`config.mk`:
```
export PLATFORM = sky130hd
export DESIGN_NAME = router_fifo
export DESIGN_NICKNAME = d
export VERILOG_FILES = /design/src/rtl/router_pkg.sv /design/src/rtl/router_fifo.sv
export SDC_FILE = /design/constraint.sdc
export NUM_CORES = 1
export LEC_CHECK = 0
export ABC_AREA = 1
export CORE_MARGIN = 2
export CORE_UTILIZATION = 45
export CTS_CLUSTER_SIZE = 16
export DETAILED_ROUTE_END_ITERATION = 10
export PLACE_DENSITY = 0.7
export SLEW_MARGIN = 30
export SYNTH_ARGS = -nofsm -noshare
export SYNTH_HDL_FRONTEND = slang
export SYNTH_SLANG_ARGS = --single-unit
```
`constraint.sdc`:
```
create_clock -name clock -period 2.8 [get_ports clock]
set_clock_uncertainty 0.05 [all_clocks]
set_input_delay 0.84 -clock clock [delete_from_list [all_inputs] [get_ports clock]]
set_output_delay 0.84 -clock clock [all_outputs]
set_load 0.05 [all_outputs]
```
`src/rtl/router_pkg.sv`:
```
// Shared constants for the 1x3 router: data width, FIFO depth, header field layout.
// Also provides the helper that converts a header length field into a read count.
package router_pkg;

  localparam int ROUTER_DATA_W     = 8;
  localparam int ROUTER_FIFO_DEPTH = 16;

  localparam int ADDR_LSB = 0;
  localparam int ADDR_W   = 2;
  localparam int LEN_LSB  = 2;
  localparam int LEN_W    = 6;

  localparam int HDR_TAG_BIT = ROUTER_DATA_W;
  localparam int PKT_CNT_W   = 7;

  // Bytes that follow a header: payload length plus the parity byte.
  function automatic logic [PKT_CNT_W-1:0] hdr_count(input logic [LEN_W-1:0] len);
    return PKT_CNT_W'(len) + PKT_CNT_W'(1);
  endfunction

endpackage

```
`src/rtl/router_fifo.sv`:
```
// Per-destination packet FIFO: header-tagged storage, read-side packet length tracking.
// Define ROUTER_FIFO_OCCUPANCY_EN to add the fill_level output.
module router_fifo
  import router_pkg::*;
#(
  parameter int DATA_W = ROUTER_DATA_W,
  parameter int DEPTH  = ROUTER_FIFO_DEPTH
) (
  input  logic              clock,
  input  logic              resetn,
  input  logic              soft_reset,
  input  logic              write_enb,
  input  logic              read_enb,
  input  logic              lfd_state,
  input  logic [DATA_W-1:0] data_in,
  output logic [DATA_W-1:0] data_out,
  output logic              full,
  output logic              empty
`ifdef ROUTER_FIFO_OCCUPANCY_EN
  ,
  output logic [$clog2(DEPTH):0] fill_level
`endif
);

  localparam int AW = $clog2(DEPTH);

  logic [DATA_W:0]        mem [DEPTH];
  logic [AW:0]            wr_ptr_reg;
  logic [AW:0]            rd_ptr_reg;
  logic [PKT_CNT_W-1:0]   pkt_cnt_reg;
  logic [DATA_W-1:0]      data_out_reg;
  logic [DATA_W:0]        rd_word;
  logic                   clear;
  logic                   wr_accept;
  logic                   rd_accept;

  assign clear     = !resetn || soft_reset;
  assign empty     = (wr_ptr_reg == rd_ptr_reg);
  assign full      = (wr_ptr_reg[AW] != rd_ptr_reg[AW]) &&
                     (wr_ptr_reg[AW-1:0] == rd_ptr_reg[AW-1:0]);
  // Requests arriving during a reset/flush cycle are discarded.
  assign wr_accept = write_enb && !full && !clear;
  assign rd_accept = read_enb && !empty && !clear;
  assign rd_word   = mem[rd_ptr_reg[AW-1:0]];
  assign data_out  = data_out_reg;

`ifdef ROUTER_FIFO_OCCUPANCY_EN
  assign fill_level = wr_ptr_reg - rd_ptr_reg;
`endif

  // Storage is never cleared; only the pointers define what is valid.
  always_ff @(posedge clock) begin
    if (wr_accept) begin
      mem[wr_ptr_reg[AW-1:0]] <= {lfd_state, data_in};
    end
  end

  always_ff @(posedge clock) begin
    if (clear) begin
      wr_ptr_reg   <= '0;
      rd_ptr_reg   <= '0;
      pkt_cnt_reg  <= '0;
      data_out_reg <= '0;
    end else begin
      if (wr_accept) begin
        wr_ptr_reg <= wr_ptr_reg + (AW+1)'(1);
      end
      if (rd_accept) begin
        rd_ptr_reg   <= rd_ptr_reg + (AW+1)'(1);
        data_out_reg <= rd_word[DATA_W-1:0];
        if (rd_word[DATA_W]) begin
          pkt_cnt_reg <= hdr_count(rd_word[LEN_LSB +: LEN_W]);
        end else if (pkt_cnt_reg != '0) begin
          pkt_cnt_reg <= pkt_cnt_reg - PKT_CNT_W'(1);
        end
      end else if (pkt_cnt_reg == '0) begin
        data_out_reg <= '0;
      end
    end
  end

endmodule
```
-- Yosys cells after proc, flatten, opt, wreduce, memory -nomap -nowiden
Memories as Yosys holds them, arrays and structs flattened. A register that Yosys moved wholly into a read port is not among the register bits.
Index checks and enable logic that the tools add are counted.
- memories: 1
- register bits: 25
- input bits: 14
- output and inout bits: 10
- word-level logic and storage cells: 35
- bits in writable memories: 144
- equality and inequality tests: 3
- add/sub/neg operators: 4
- mux-type cells: 8
- reductions and logical operators: 15
- memory list (memory ; words ; bits a word ; read ports ; clocked after Yosys merged registers in ; write ports ; RTL line ; text):
    mem ; 16 ; 9 ; 1 ; 1 ; 1 ; router_fifo.sv:27 ; logic [DATA_W:0] mem [DEPTH];
- operators with widths (operator ; count):
    2-to-1 mux 8 bit ; 2
    2-to-1 mux 7 bit ; 2
    adder 5 x 1 -> 5 bit, second input constant ; 2
    2-to-1 mux 4 bit ; 2
    adder 6 x 1 -> 7 bit, second input constant ; 1
    logical NOT 7 bit ; 1
    nonzero test 7 bit ; 1
    subtractor 7 x 1 -> 7 bit, second input constant ; 1
    == test 5 bit ; 1
    logical AND 1 bit ; 5
    == test 4 bit ; 1
    logical NOT 1 bit ; 4
    nonzero test 2 bit ; 2
    2-to-1 mux 1 bit ; 2
    AND reduction 2 bit ; 1
    logical OR 1 bit ; 1
    != test 1 bit ; 1

-- Logic depth before layout (Yosys ltp)
Gate-level depths: netlist of the first run.
- depth after elaboration: 7
- depth in mapped cells: 16
- gate-level depth less buffers: 13

-- Worst setup path before layout of the first run
Ideal clock, no wire load.
- path kind: input to register
- from: in resetn
- to: mem mem[11][0] (netlist name) (enable)
- data required time: 2.376 ns
- cell stages on the path: 6
- path buffers: 0
- setup slack: 0.208 ns
- setup time: 0.374 ns
- data arrival time: 2.168 ns
- cells stage by stage: inv_1 -> nor2_1 -> inv_1 -> nor2_1 -> nand3_1 -> nor2_1
- word-level cells in the longest chain between the ends: 6
- RTL lines (what ; RTL line ; text):
    start: declaration ; router_fifo.sv:10 ; input logic resetn,
    logical NOT 1 bit ; router_fifo.sv:37 ; assign clear = !resetn || soft_reset;
    logical OR 1 bit ; router_fifo.sv:37 ;
    logical NOT 1 bit ; router_fifo.sv:42 ; assign wr_accept = write_enb && !full && !clear;
    logical AND 1 bit ; router_fifo.sv:42 ;
    2-to-1 mux 1 bit ; router_fifo.sv:53 ; if (wr_accept) begin
    2-to-1 mux 1 bit (not written as such) ; router_fifo.sv:54 ; mem[wr_ptr_reg[AW-1:0]] <= {lfd_state, data_in};
    end: declaration ; router_fifo.sv:27 ;
Every way passes these cells.

-- Worst setup path in the final report of the first run
- from: reg wr_ptr_reg[1]
- to: out full
- word-level cells in the longest chain between the ends: 2
- RTL lines (what ; RTL line ; text):
    start: declaration ; router_fifo.sv:28 ; logic [AW:0] wr_ptr_reg;
    start signal: assignment ; router_fifo.sv:66 ; wr_ptr_reg <= wr_ptr_reg + (AW+1)'(1);
    == test 4 bit ; router_fifo.sv:40 ; (wr_ptr_reg[AW-1:0] == rd_ptr_reg[AW-1:0]);
    logical AND 1 bit ; router_fifo.sv:39 ; assign full = (wr_ptr_reg[AW] != rd_ptr_reg[AW]) &&
    end: declaration ; router_fifo.sv:17 ; output logic full,
Every way passes these cells.

==> out/qor.yml, run 1 <==
logic_synthesis:
  synthCells: 727
  synth_seq_cells: 173
  synth_edf_count: 144
  synth_fp_nets: 748
  synthArstFlopShare_pct: 0
  synth_largest_area_cell: "edfxtp_1"
  synth.distinct_cells: 32
  synth_ff_type: "edfxtp_1"
  avgSynthCellArea_um2: 10.3
  synth_top_area_share_pct: 57.8
  yosysSeqAreaShare_pct: 65.5
  synthTopCellsByCount: "204 x nand2_1, 144 x edfxtp_1, 85 x nand3_1"
  yosys-top-cells-area: "edfxtp_1 58%, nand2_1 10%, dfxtp_1 7.8%, nand3_1 5.7%, inv_1 3.2%"
  synth_area_um2: 7480
  ys.warnings.count: 0
  synth_most_common_cell: "nand2_1"
worst_setup_path:
  cp_max_fo: 4
  slowest_delay_ps: 350
  crit_family: "simple AND/OR/NAND/NOR gates"
  cp.arrival_ps: 1720
  critPathCaptureType: "primary output"
  worstPathRequired_ps: 1910
  start_kind: "flip-flop"
  rr_worst_depth: 11
  critical_path_class: "reg -> out"
  cp_slowest_cell: "dfxtp_1"
  path_depth: 6
  critPathBufInv: 2
  cp_cell_sequence: "xor2_1 > nor2_1 > nand2_1 > or2_2 > inv_1 > buf_12"
floorplan:
  die_w_um: 133
  ioPinCount: 24
  core_area_um2: 16400
  die_h_um: 133
  start_util_pct: 45.6
  die_area_um2: 17700
  rows: 47
detailed_routing:
  antenna_left: 0
  routedWlPerCell_um: 16.6
  drt_wl_total_um: 16700
  via_count: 5214
  remaining_drc_errors: 0
  via_per_inst: 5.17
  drt_pass1_iterations: 5
  drt-initial-drc-count: 457
sta:
  worst_pin_slew_ps: 806
  maxSlewHeadroom_pct: 45.6
  fin_crit_ps: 2610
  finalSetupViolations: 0
  setup_tns_ps: 0
  fin_crit_sh_pct: 93.2
  drv_slew: 0
  rsz0062_at_grt: "no"
  hold_viol_final: 0
  fmax_ghz: 0.383
clock_tree:
  cts_root_buf: "clkbuf_16"
  cts_buffers: 17
  cts_tree: "done"
  clock_path_buffers: 2
  postCtsHoldBufs: 0
  postCtsResizedCells: 0
  clk_latency_ps: 430
  postCtsSetupRepairBufs: 0
  htree_levels: 4
  cts.sinks: 173
  cts.reportedPaths.clkPinSlew_ps: 60
hold_path:
  holdPathStages: 2
  hp-class: "reg -> reg"
final_layout:
  area_growth_pct: 16.4
  largest_reg_flops: 144
  nets: 798
  seqCellArea_um2: 4910
  drive_gt1_share_pct: 11.0
  multi_input_area_um2: 2120
  n_antenna_cell: 0
  nFillCells: 1385
placement:
  dpl.hpwl_um: 10900
  io_buffers: 23
  place.gp.congestion: 0.865
power:
  p_leak_nw: 3.41
  ir_worst_vdd_mv: 0.412
  sequentialPowerShare_pct: 50.8
  p_int_w: 0.00438
  swShare_pct: 20.7
  power_w: 0.00552
  power_switching_w: 0.00114
  p_clk_share_pct: 43.6
  p_comb_share_pct: 5.5
  power_density_nw_per_um2: 633
global_route:
  grtUsageTotal_pct: 19.9
  grt_overflow: 0
  antenna_found_initial: 0
  grt_max_degree: 80
  grt_pass1_vias: 5089
  grt_first_pass_wirelength_um: 26600
status:
  status: "complete, no violations"
flow_run:
  drv_cap: 0
final timing paths:
check | start | end | slack [ps]
min reg2reg | data_out[1]$_SDFFE_PP0P_ | data_out[1]$_SDFFE_PP0P_ | 430
max | wr_ptr_reg[1]$_SDFFE_PP0P_ | full | 190
min | data_out[1]$_SDFFE_PP0P_ | data_out[1]$_SDFFE_PP0P_ | 430
max reg2reg | flip-flop | pkt_cnt_reg[0]$_SDFFE_PP0P_ | 520
logic make-up after synthesis:
group                      after synthesis  share of synthesized area [%]
AOI/OAI and AO/OA                       72                           5.45
xor gates and xnor gates                10                           1.17
adders and majority gates                7                           1.17
and+or+nand+nor                        365                           20.5
buffers and inverters                  100                           6.17
DFF                                    173                           65.5
metal layers:
metal / GRT usage, % / share of wire [%] / vias up / routed length, µm
li1: - / - / 2538 / -
met1: 24.3 / 41 / 2493 / 6890
met2: 34.8 / 52 / 155 / 8620
met3: 3.72 / 4.9 / 28 / 822
met4: 8.06 / 2.4 / 0 / 394
met5: 0 / 0 / - / 0
power groups by stage:
stage | Clock (W) | Combinational (W) | Sequential (W)
final | 0.00241 | 0.000306 | 0.00281
after global routing | 0.00255 | 0.000338 | 0.00281
after CTS | 0.00244 | 0.000307 | 0.00280
after detailed placement | 0 | 0.000305 | 0.00286
after global placement | 0 | 0.000302 | 0.00286
after floorplan | 0 | 0.000180 | 0.00286
cell usage in the layout, fill, tap and decap left out, types with 3 or more instances in the layout:
cell | Yosys | final
nand2_1 | 204 | 204
edfxtp_1 | 144 | 144
nand3_1 | 85 | 85
inv_1 | 64 | 64
nor2_1 | 58 | 58
buf_4 | 6 | 37
a21oi_1 | 31 | 31
dfxtp_1 | 29 | 28
o21ai_0 | 23 | 23
clkdlybuf4s50_1 | 0 | 21
clkbuf_16 | 0 | 17
nand2_2 | 7 | 7
xor2_1 | 7 | 7
ha_1 | 7 | 7
o211ai_1 | 6 | 6
inv_2 | 4 | 4
o21ai_1 | 4 | 4
a22oi_1 | 4 | 4
bufinv_16 | 0 | 4
clkinv_1 | 2 | 3
xnor2_1 | 3 | 3
or2_2 | 3 | 3
clkinv_2 | 0 | 3
buf_12 | 0 | 3
worst reg2reg max path, stage by stage (launching register included):
cell and delay (ps):
dfxtp_2 340, inv_2 260, buf_12 250, nand2_1 110
nand3_1 70, nand3_1 110, nand3_1 130, nand2_2 210
o21ai_4 350, inv_2 110, o21ai_1 140, nor2_1 60
metrics by stage:
stage                     area [µm²]  util (%)  hold WS (ps)  worst slack [ps]  cells
after floorplan                 7480         -           404               208    727
after global placement          8110      49.4           420               191    978
after detailed placement        8110      49.4           420               178    978
after CTS                       8710      53.1           433               172   1009
after global routing            8710      53.1           464              85.9   1009
final                           8710      53.1           431               190   1009
cell type report:
| cell class | instances | share of cell area (%) |
|---|---|---|
| timing repair buffer | 61 | 6.29 |
| tap | 220 | 3.16 |
| clock buffer | 19 | 4.97 |
| clock inverter | 12 | 1.97 |
| multi-input combinational | 454 | 24.3 |
| sequential | 173 | 56.3 |
| inverter | 70 | 3.02 |
Power figures use the tool's default switching activity.
==> inputs of run 2 (changes only) <==
HOLD_SLACK_MARGIN = 0.02   (was unset)
==> results of run 2 <==
No change in the layout: final DEF, timing and power equal those of run 1.
